<file path="config.mk">
export PLATFORM = sky130hd
export DESIGN_NAME = game_dumper
export DESIGN_NICKNAME = d
export VERILOG_FILES = /design/src/rtl/game_dumper_pkg.sv /design/src/rtl/crc32_byte.sv /design/src/rtl/game_dumper.sv
export SDC_FILE = /design/constraint.sdc
export NUM_CORES = 1
export LEC_CHECK = 0
export CORE_UTILIZATION = 45
export CTS_BUF_LIST = sky130_fd_sc_hd__clkbuf_8
export CTS_CLUSTER_DIAMETER = 200
export DETAILED_ROUTE_END_ITERATION = 8
export PLACE_DENSITY = 0.84
export SLEW_MARGIN = 20
export SYNTH_ARGS = -nofsm -noshare
export SYNTH_HDL_FRONTEND = slang
export SYNTH_HIERARCHICAL = 1
export SYNTH_SLANG_ARGS = --single-unit
</file>
<file path="constraint.sdc">
create_clock -name clk -period 5.9 [get_ports clk]
set_input_delay 0.885 -clock clk [delete_from_list [all_inputs] [get_ports clk]]
set_output_delay 0.885 -clock clk [all_outputs]
set_load 0.01 [all_outputs]
</file>
<file path="src/rtl/game_dumper_pkg.sv">
// rtl/game_dumper_pkg.sv - shared states, iNES constants and flag-word layout for the game dumper
package game_dumper_pkg;

    localparam logic [2:0] ST_IDLE    = 3'd0;
    localparam logic [2:0] ST_HEADER  = 3'd1;
    localparam logic [2:0] ST_PRG_REQ = 3'd2;
    localparam logic [2:0] ST_PRG_OUT = 3'd3;
    localparam logic [2:0] ST_CHR_REQ = 3'd4;
    localparam logic [2:0] ST_CHR_OUT = 3'd5;
    localparam logic [2:0] ST_FINISH  = 3'd6;

    localparam logic [7:0] INES_MAGIC_0 = 8'h4E;
    localparam logic [7:0] INES_MAGIC_1 = 8'h45;
    localparam logic [7:0] INES_MAGIC_2 = 8'h53;
    localparam logic [7:0] INES_MAGIC_3 = 8'h1A;

    localparam int FLAG_MAPPER_LSB   = 0;
    localparam int FLAG_PRG_SIZE_LSB = 8;
    localparam int FLAG_CHR_SIZE_LSB = 11;
    localparam int FLAG_MIRRORING    = 14;
    localparam int FLAG_HAS_CHR_RAM  = 15;
    localparam int FLAG_FOUR_SCREEN  = 16;
    localparam int FLAG_USED_W       = 17;

    localparam int PRG_PAGE_SHIFT = 14;
    localparam int CHR_PAGE_SHIFT = 13;

    localparam logic [31:0] CRC_POLY_REFL = 32'hEDB88320;
`ifdef GAME_DUMPER_CRC_EN
    localparam logic [31:0] CRC_INIT = 32'hFFFFFFFF;
`endif

    function automatic logic [7:0] header_byte(
        input logic [3:0] idx,
        input logic [7:0] prg_pages,
        input logic [7:0] chr_pages,
        input logic [7:0] mapper,
        input logic       four_screen,
        input logic       mirroring
    );
        case (idx)
            4'd0:    header_byte = INES_MAGIC_0;
            4'd1:    header_byte = INES_MAGIC_1;
            4'd2:    header_byte = INES_MAGIC_2;
            4'd3:    header_byte = INES_MAGIC_3;
            4'd4:    header_byte = prg_pages;
            4'd5:    header_byte = chr_pages;
            4'd6:    header_byte = {mapper[3:0], four_screen, 2'b00, mirroring};
            4'd7:    header_byte = {mapper[7:4], 4'h0};
            default: header_byte = 8'h00;
        endcase
    endfunction

endpackage

</file>
<file path="src/rtl/crc32_byte.sv">
// rtl/crc32_byte.sv - combinational reflected CRC-32 step over one byte (used under GAME_DUMPER_CRC_EN)
module crc32_byte
    import game_dumper_pkg::*;
(
    input  logic [31:0] crc_in,
    input  logic [7:0]  data,
    output logic [31:0] crc_out
);

    always_comb begin
        crc_out = crc_in ^ {24'd0, data};
        for (int i = 0; i < 8; i++) begin
            crc_out = crc_out[0] ? ((crc_out >> 1) ^ CRC_POLY_REFL) : (crc_out >> 1);
        end
    end

endmodule

</file>
<file path="src/rtl/game_dumper.sv">
// rtl/game_dumper.sv - streams cartridge memory out as an iNES image; GAME_DUMPER_CRC_EN adds a stream CRC-32
module game_dumper
    import game_dumper_pkg::*;
#(
    parameter int                ADDR_W   = 22,
    parameter logic [ADDR_W-1:0] CHR_BASE = 22'h200000
) (
    input  logic              clk,
    input  logic              reset,
    input  logic              start,
    input  logic [31:0]       mapper_flags,
    input  logic              invert_mirroring,
    output logic [ADDR_W-1:0] mem_addr,
    output logic              mem_rd,
    input  logic              mem_valid,
    input  logic [7:0]        mem_din,
    output logic [7:0]        out_data,
    output logic              out_valid,
    input  logic              out_ready,
    output logic              busy,
    output logic              done,
    output logic [31:0]       crc
);

    logic [2:0]             state;
    logic [3:0]             hdr_idx;
    logic [ADDR_W-1:0]      count;
    logic [FLAG_USED_W-1:0] flags_q;
    logic                   inv_q;
    logic [7:0]             prg_pages;
    logic [7:0]             chr_pages;
    logic [ADDR_W-1:0]      prg_bytes;
    logic [ADDR_W-1:0]      chr_bytes;
    logic                   accept;
    logic                   unused_flags;

    assign prg_pages    = 8'd1 << flags_q[FLAG_PRG_SIZE_LSB +: 3];
    assign chr_pages    = flags_q[FLAG_HAS_CHR_RAM] ? 8'd0 : (8'd1 << flags_q[FLAG_CHR_SIZE_LSB +: 3]);
    assign prg_bytes    = ADDR_W'(prg_pages) << PRG_PAGE_SHIFT;
    assign chr_bytes    = ADDR_W'(chr_pages) << CHR_PAGE_SHIFT;
    assign accept       = out_valid & out_ready;
    assign mem_rd       = (state == ST_PRG_REQ) || (state == ST_CHR_REQ);
    assign unused_flags = ^mapper_flags[31:FLAG_USED_W];

    // out_data doubles as the single-byte buffer: a read is only issued once it has drained
    always_ff @(posedge clk) begin
        if (reset) begin
            state     <= ST_IDLE;
            hdr_idx   <= 4'd0;
            count     <= '0;
            flags_q   <= '0;
            inv_q     <= 1'b0;
            mem_addr  <= '0;
            out_data  <= 8'h00;
            out_valid <= 1'b0;
            busy      <= 1'b0;
            done      <= 1'b0;
        end else begin
            done <= 1'b0;
            case (state)
                ST_IDLE: begin
                    if (start) begin
                        flags_q   <= mapper_flags[FLAG_USED_W-1:0];
                        inv_q     <= invert_mirroring;
                        busy      <= 1'b1;
                        hdr_idx   <= 4'd0;
                        out_data  <= INES_MAGIC_0;
                        out_valid <= 1'b1;
                        state     <= ST_HEADER;
                    end
                end
                ST_HEADER: begin
                    if (accept) begin
                        if (hdr_idx == 4'd15) begin
                            out_valid <= 1'b0;
                            mem_addr  <= '0;
                            count     <= prg_bytes;
                            state     <= ST_PRG_REQ;
                        end else begin
                            hdr_idx  <= hdr_idx + 4'd1;
                            out_data <= header_byte(hdr_idx + 4'd1, prg_pages, chr_pages,
                                                    flags_q[FLAG_MAPPER_LSB +: 8],
                                                    flags_q[FLAG_FOUR_SCREEN],
                                                    flags_q[FLAG_MIRRORING] ^ inv_q);
                        end
                    end
                end
                ST_PRG_REQ, ST_CHR_REQ: begin
                    if (mem_valid) begin
                        out_data  <= mem_din;
                        out_valid <= 1'b1;
                        state     <= (state == ST_PRG_REQ) ? ST_PRG_OUT : ST_CHR_OUT;
                    end
                end
                ST_PRG_OUT, ST_CHR_OUT: begin
                    if (accept) begin
                        out_valid <= 1'b0;
                        mem_addr  <= mem_addr + ADDR_W'(1);
                        count     <= count - ADDR_W'(1);
                        if (count != ADDR_W'(1)) begin
                            state <= (state == ST_PRG_OUT) ? ST_PRG_REQ : ST_CHR_REQ;
                        end else if (state == ST_PRG_OUT && chr_bytes != '0) begin
                            mem_addr <= CHR_BASE;
                            count    <= chr_bytes;
                            state    <= ST_CHR_REQ;
                        end else begin
                            state <= ST_FINISH;
                        end
                    end
                end
                ST_FINISH: begin
                    done  <= 1'b1;
                    busy  <= 1'b0;
                    state <= ST_IDLE;
                end
                default: state <= ST_IDLE;
            endcase
        end
    end

`ifdef GAME_DUMPER_CRC_EN
    logic [31:0] crc_state;
    logic [31:0] crc_next;

    crc32_byte u_crc (
        .crc_in  (crc_state),
        .data    (out_data),
        .crc_out (crc_next)
    );

    // Held un-inverted so the reset value presents as zero on the port
    always_ff @(posedge clk) begin
        if (reset) begin
            crc_state <= CRC_INIT;
        end else if (state == ST_IDLE && start) begin
            crc_state <= CRC_INIT;
        end else if (accept) begin
            crc_state <= crc_next;
        end
    end

    assign crc = ~crc_state;
`else
    assign crc = 32'd0;
`endif

endmodule

</file>
==> flow_metrics.tcl, run 1 <==
set metrics [dict create \
    critical_path_class "flop to primary output" \
    clk_pin_slew_ns 0.09 \
    numCtsBuffers 9 \
    status "finished, final reports clean" \
    worst_slew_pin_slew_ns 0.9322 \
    syn_area_per_cell_um2 7.698 \
    grt_usage_pct 20.72 \
    hold_viol 0 \
    hold_path_class "flop to flop" \
    r2r-end "count[0]$_SDFFE_PP0P_" \
    grt_pass1_vias 4142 \
    yosysWarnings 6 \
    dieWidth_um 105.2 \
    wirelength_um 11380 \
    viasPerCell 5.646 \
    synth-edff-count 0 \
    port_buffers 64 \
    synth_seq_cells 80 \
    seq_area_frac_synth_pct 33.45 \
    hpwlAfterDp_um 8218 \
    syn_to_final_growth_pct 15.63 \
    post-route-period-util_pct 54.83 \
    cp_max_fo 17 \
    hold_end "flags_q[5]$_SDFFE_PP0P_" \
    synth_most_common_cell "dfxtp_1" \
    clockBufferDepth 2 \
    wl_per_cell_um 14.15 \
    yosys-top-cells-area "dfxtp_1, nand2_1, nor2_1" \
    synth_area_um2 4788 \
    post-route-drc-count 0 \
    clockRootBuffer "clkbuf_8" \
    cp_data_arrival_time_ns 2.35 \
    total_power_mw 1.430 \
    place_inst 788 \
    drt-initial-drc-count 321 \
    start_kind "flop" \
    vias 4539 \
    dr.pass1.iters 6 \
    async_flop_share_pct 0 \
    yosys.area.top_type "dfxtp_1" \
    io_pins 112 \
    r2r_cells 5 \
    dieArea_um2 11060 \
    power_density_nw_per_um2 258.3 \
    grt_pass1_wl_um 18800 \
    drv_cap 0 \
    required_ns 5.02 \
    fin_cells 804 \
    design.core.area_um2 10320 \
    slew_headroom_pct 37.51 \
    synthFlopType "dfxtp_1" \
    synth_commonest_cells "dfxtp_1, nand2_1, nor2_1" \
    min_path_cells 2 \
    grt_overflow 0 \
    hold_ws_ns 0.4615 \
    nFillCells 959 \
    endpoint_kind "primary output" \
    grt_max_degree 54 \
    cts_resized 0 \
    initial_core_util_pct 46.38 \
    htree_levels 3 \
    die_h_um 105.2 \
    cts_setup_buffers 0 \
    antenna_cells 0 \
    drive_above_1_share_pct 5.539 \
    setup_viol 0 \
    synth_cells 622 \
    seq_area_um2 1602 \
    antenna_found_initial 0 \
    fin_nets 717 \
    worstHoldStart "flags_q[5]$_SDFFE_PP0P_" \
    clk_latency_ns 0.35 \
    reg2reg_slack_ns 3.03 \
    cts_sinks 80 \
    core.rowCount 37 \
    period_needed_ns 3.235 \
    yosysTopAreaCellShare_pct 33.45 \
    cts_tree "done" \
    multi_input_area_um2 2844 \
    routabilityCongestion 0.9534 \
    r2r_start "hdr_idx[0]$_SDFFE_PP0P_" \
    ctsHoldBuffers 0 \
    skew_ns 0.01233 \
    peakVddDrop_mv 0.1270 \
    detail-route-antenna-nets 0 \
    synthDistinctLibCells 62 \
    rsz0062_at_grt "no" \
    drv_slew 0 \
    total_leakage_power_nw 2.047 \
    clock.fmax_mhz 309.1 \
    crit_start "state[2]$_SDFFE_PP0P_" \
    fin_setup_tns_ns 0 \
]
-- through the flow --
step / cell area (um^2) / utilization, % / setup slack, ns
after floorplan: 4905 / - / 3.685
after global placement: 5315 / 51.48 / 2.741
after detailed placement: 5315 / 51.48 / 2.662
after CTS: 5537 / 53.63 / 2.696
after global routing: 5537 / 53.63 / 2.539
final: 5537 / 53.63 / 2.665
-- layout by cell type, fill, tap and decap left out, types with 14 or more instances in the layout --
master,count
nand2_1,79
a21oi_1,52
nor3_1,23
nand3_1,24
nor4_1,14
dfxtp_1,80
xor2_1,19
clkdlybuf4s50_1,63
o21ai_0,33
nor2_1,76
conb_1,32
-- layer usage --
layer | part of all wire [%] | track usage, % | wire length [um] | up-vias
li1 | - | - | - | 2221
met1 | 44 | 26.30 | 5054 | 2104
met2 | 48 | 34.63 | 5432 | 198
met3 | 6.4 | 3.805 | 725 | 16
met4 | 1.5 | 8.249 | 167 | 0
met5 | 0 | 0 | 0 | -
-- state kept, by name, indices dropped and copies added, names as in the netlist --
name / count
count: 22
mem_addr: 22
flags_q: 17
out_data: 8
hdr_idx: 4
state: 3
busy: 1
done: 1
inv_q: 1
out_valid: 1
-- critical path: stages (launching register included) --
cell and delay (ns):
dfxtp_1 0.73, xor2_1 0.31, nand2_1 0.22, inv_1 0.19, clkdlybuf4s50_1 0.57
-- worst max-delay path by stage --
stage                                to  slack, ns  depth (start not counted)
6_report                         mem_rd       2.67                          4
5_1_grt                          mem_rd       2.54                          4
3_3_place_gp      count[0]$_SDFFE_PP0P_       2.74                          5
4_1_cts                          mem_rd       2.70                          4
2_1_floorplan     count[6]$_SDFFE_PP0P_       3.69                          6
3_5_place_dp   mem_addr[2]$_SDFFE_PP0P_       2.66                          5
-- where the power goes --
| part | switching, mW | leakage, nW | internal [mW] | total [mW] |
|---|---|---|---|---|
| clock | 0.209 | 0.111 | 0.239 | 0.448 |
| combinational | 0.211 | 1.29 | 0.152 | 0.363 |
| sequential | 0.0436 | 0.650 | 0.575 | 0.619 |
| total | 0.464 | 2.05 | 0.966 | 1.43 |
-- final cells by class --
class | count | area share [%]
Multi-Input combinational cell | 494 | 51.37
Sequential cell | 80 | 28.93
Timing Repair Buffer | 67 | 11.89
Tap cell | 136 | 3.073
Clock buffer | 9 | 2.237
Clock inverter | 7 | 1.763
Inverter | 11 | 0.7458
-- kinds of logic after synthesis --
group                      synth area share [%]
and+or+nand+nor                           30.23
adders and majority gates                 2.090
xor gates and xnor gates                  5.853
buffers and inverters                     9.694
DFF                                       33.45
muxes                                    0.3135
other                                   0.07832
AOI/OAI and AO/OA                         18.29
(Power assumes the default switching activity.)
==> run 2: changes to the inputs <==
Clock period 5.9 ns to 3.3 ns, I/O delays scaled along.
==> flow_metrics.tcl, run 2 (synthesized netlist as in run 1, its figures left out) <==
set metrics [dict create \
    detail-route-antenna-nets 0 \
    skew_ns 0.01193 \
    syn_to_final_growth_pct 15.76 \
    hold_path_class "flop to flop" \
    drv_slew 0 \
    design.core.area_um2 10320 \
    io_pins 112 \
    rsz0062_at_grt "no" \
    clockBufferDepth 2 \
    grt_usage_pct 21.02 \
    numCtsBuffers 9 \
    critical_path_class "flop to primary output" \
    reg2reg_slack_ns 0.61 \
    cp_max_fo 17 \
    fin_setup_tns_ns 0 \
    clockRootBuffer "clkbuf_8" \
    drt-initial-drc-count 477 \
    power_density_nw_per_um2 448.3 \
    post-route-period-util_pct 85.03 \
    viasPerCell 5.729 \
    status "finished, final reports clean" \
    hold_viol 0 \
    p_int_mw 1.671 \
    core.rowCount 37 \
    dieArea_um2 11060 \
    slew_headroom_pct 55.18 \
    hpwlAfterDp_um 8264 \
    post-route-drc-count 0 \
    crit_path_max_incr_delay_ns 0.72 \
    grt_overflow 0 \
    antenna_found_initial 0 \
    port_buffers 64 \
    path_buf_inv 2 \
    drive_above_1_share_pct 6.101 \
    switching_share_pct 32.75 \
    htree_levels 3 \
    dr.pass1.iters 5 \
    final_common_cell "dfxtp_1" \
    period_needed_ns 2.806 \
    endpoint_kind "primary output" \
    clk_pin_slew_ns 0.08 \
    total_power_mw 2.485 \
    combPwrFrac_pct 26.4 \
    ctsHoldBuffers 0 \
    largest_registers "count (22), mem_addr (22), flags_q (17)" \
    die_h_um 105.2 \
    grt_pass1_wl_um 19170 \
    crit_chain "xor2_1 -> nand2_1 -> inv_1 -> clkdlybuf4s50_1" \
    clock.fmax_mhz 356.4 \
    post-route-util_pct 53.69 \
    cp_slowest_cell "dfxtp_1" \
    cts_setup_buffers 0 \
    cts_resized 0 \
    final_cell_mix "dfxtp_1, nand2_1, nor2_1, clkdlybuf4s50_1, a21oi_1" \
    setup_viol 0 \
    wirelength_um 11500 \
    clk_latency_ns 0.35 \
    routabilityCongestion 0.9520 \
    vias 4629 \
    hold_ws_ns 0.4599 \
    required_ns 2.80 \
    p_clk_share_pct 29.0 \
    peakVddDrop_mv 0.2525 \
    worst_slew_pin_slew_ns 0.6667 \
    cp_data_arrival_time_ns 2.31 \
    cts_sinks 80 \
    grt_pass1_vias 4199 \
    antenna_cells 0 \
    dieWidth_um 105.2 \
    fin_nets 721 \
    power_frac_seq_pct 44.6 \
    p_sw_mw 0.8138 \
    initial_core_util_pct 46.38 \
    path_delay_family "buffers and inverters" \
    grt_max_degree 29 \
    drv_cap 0 \
    cts_tree "done" \
    total_leakage_power_nw 2.058 \
    start_kind "flop" \
    wl_per_cell_um 14.23 \
]
==> run 2: cell count changes in the layout (fill, tap and decap cells not counted) <==
cell       delta
buf_4         +4
bufinv_16     -1
clkbuf_8      +1
clkinv_2      +2
clkinv_4      -2
==> run 2: area by class of cell <==
type / count / area [um^2]
fill: 983 / 4781
multi-input combinational: 494 / 2844
sequential: 80 / 1602
timing repair buffer: 71 / 688.2
tap: 136 / 170.2
clock buffer: 10 / 137.6
clock inverter: 6 / 60.06
inverter: 11 / 41.29
==> run 2: worst paths after layout <==
path         cells after the start                 endpoint                    start
max                              4                   mem_rd    state[2]$_SDFFE_PP0P_
max reg2reg                      7    count[8]$_SDFFE_PP0P_  hdr_idx[0]$_SDFFE_PP0P_
min reg2reg                      2  flags_q[7]$_SDFFE_PP0P_  flags_q[7]$_SDFFE_PP0P_
min                              2  flags_q[7]$_SDFFE_PP0P_  flags_q[7]$_SDFFE_PP0P_
==> run 2: tightest hold or removal path, cell delays in order, from the launching register on <==
cell and delay, ns:
dfxtp_1 0.32, nand2_1 0.05, a21oi_1 0.05
==> run 2: through the flow <==
stage	cell area, um^2	setup slack (ns)	cells
floorplan	4905	1.128	653
global placement	5345	0.6657	792
CTS	5543	0.4812	808
global route	5543	0.3100	808
detailed placement	5345	0.6023	792
finish	5543	0.4941	808
==> run 2: power by group through the flow <==
stage / logic, mW / registers (mW) / clock network (mW)
finish: 0.655 / 1.11 / 0.722
global route: 0.725 / 1.12 / 0.770
CTS: 0.649 / 1.10 / 0.733
detailed placement: 0.644 / 1.13 / 0
global placement: 0.629 / 1.12 / 0
floorplan: 0.502 / 1.10 / 0
==> run 2: routing by layer <==
layer  vias to the layer above  track usage (%)  part of all wire [%]
met4                         0            7.646                   2.2
li1                       2239                -                     -
met5                         -                0                     0
met3                        21            2.932                   5.7
met1                      2169            27.73                    45
met2                       200            34.86                    47
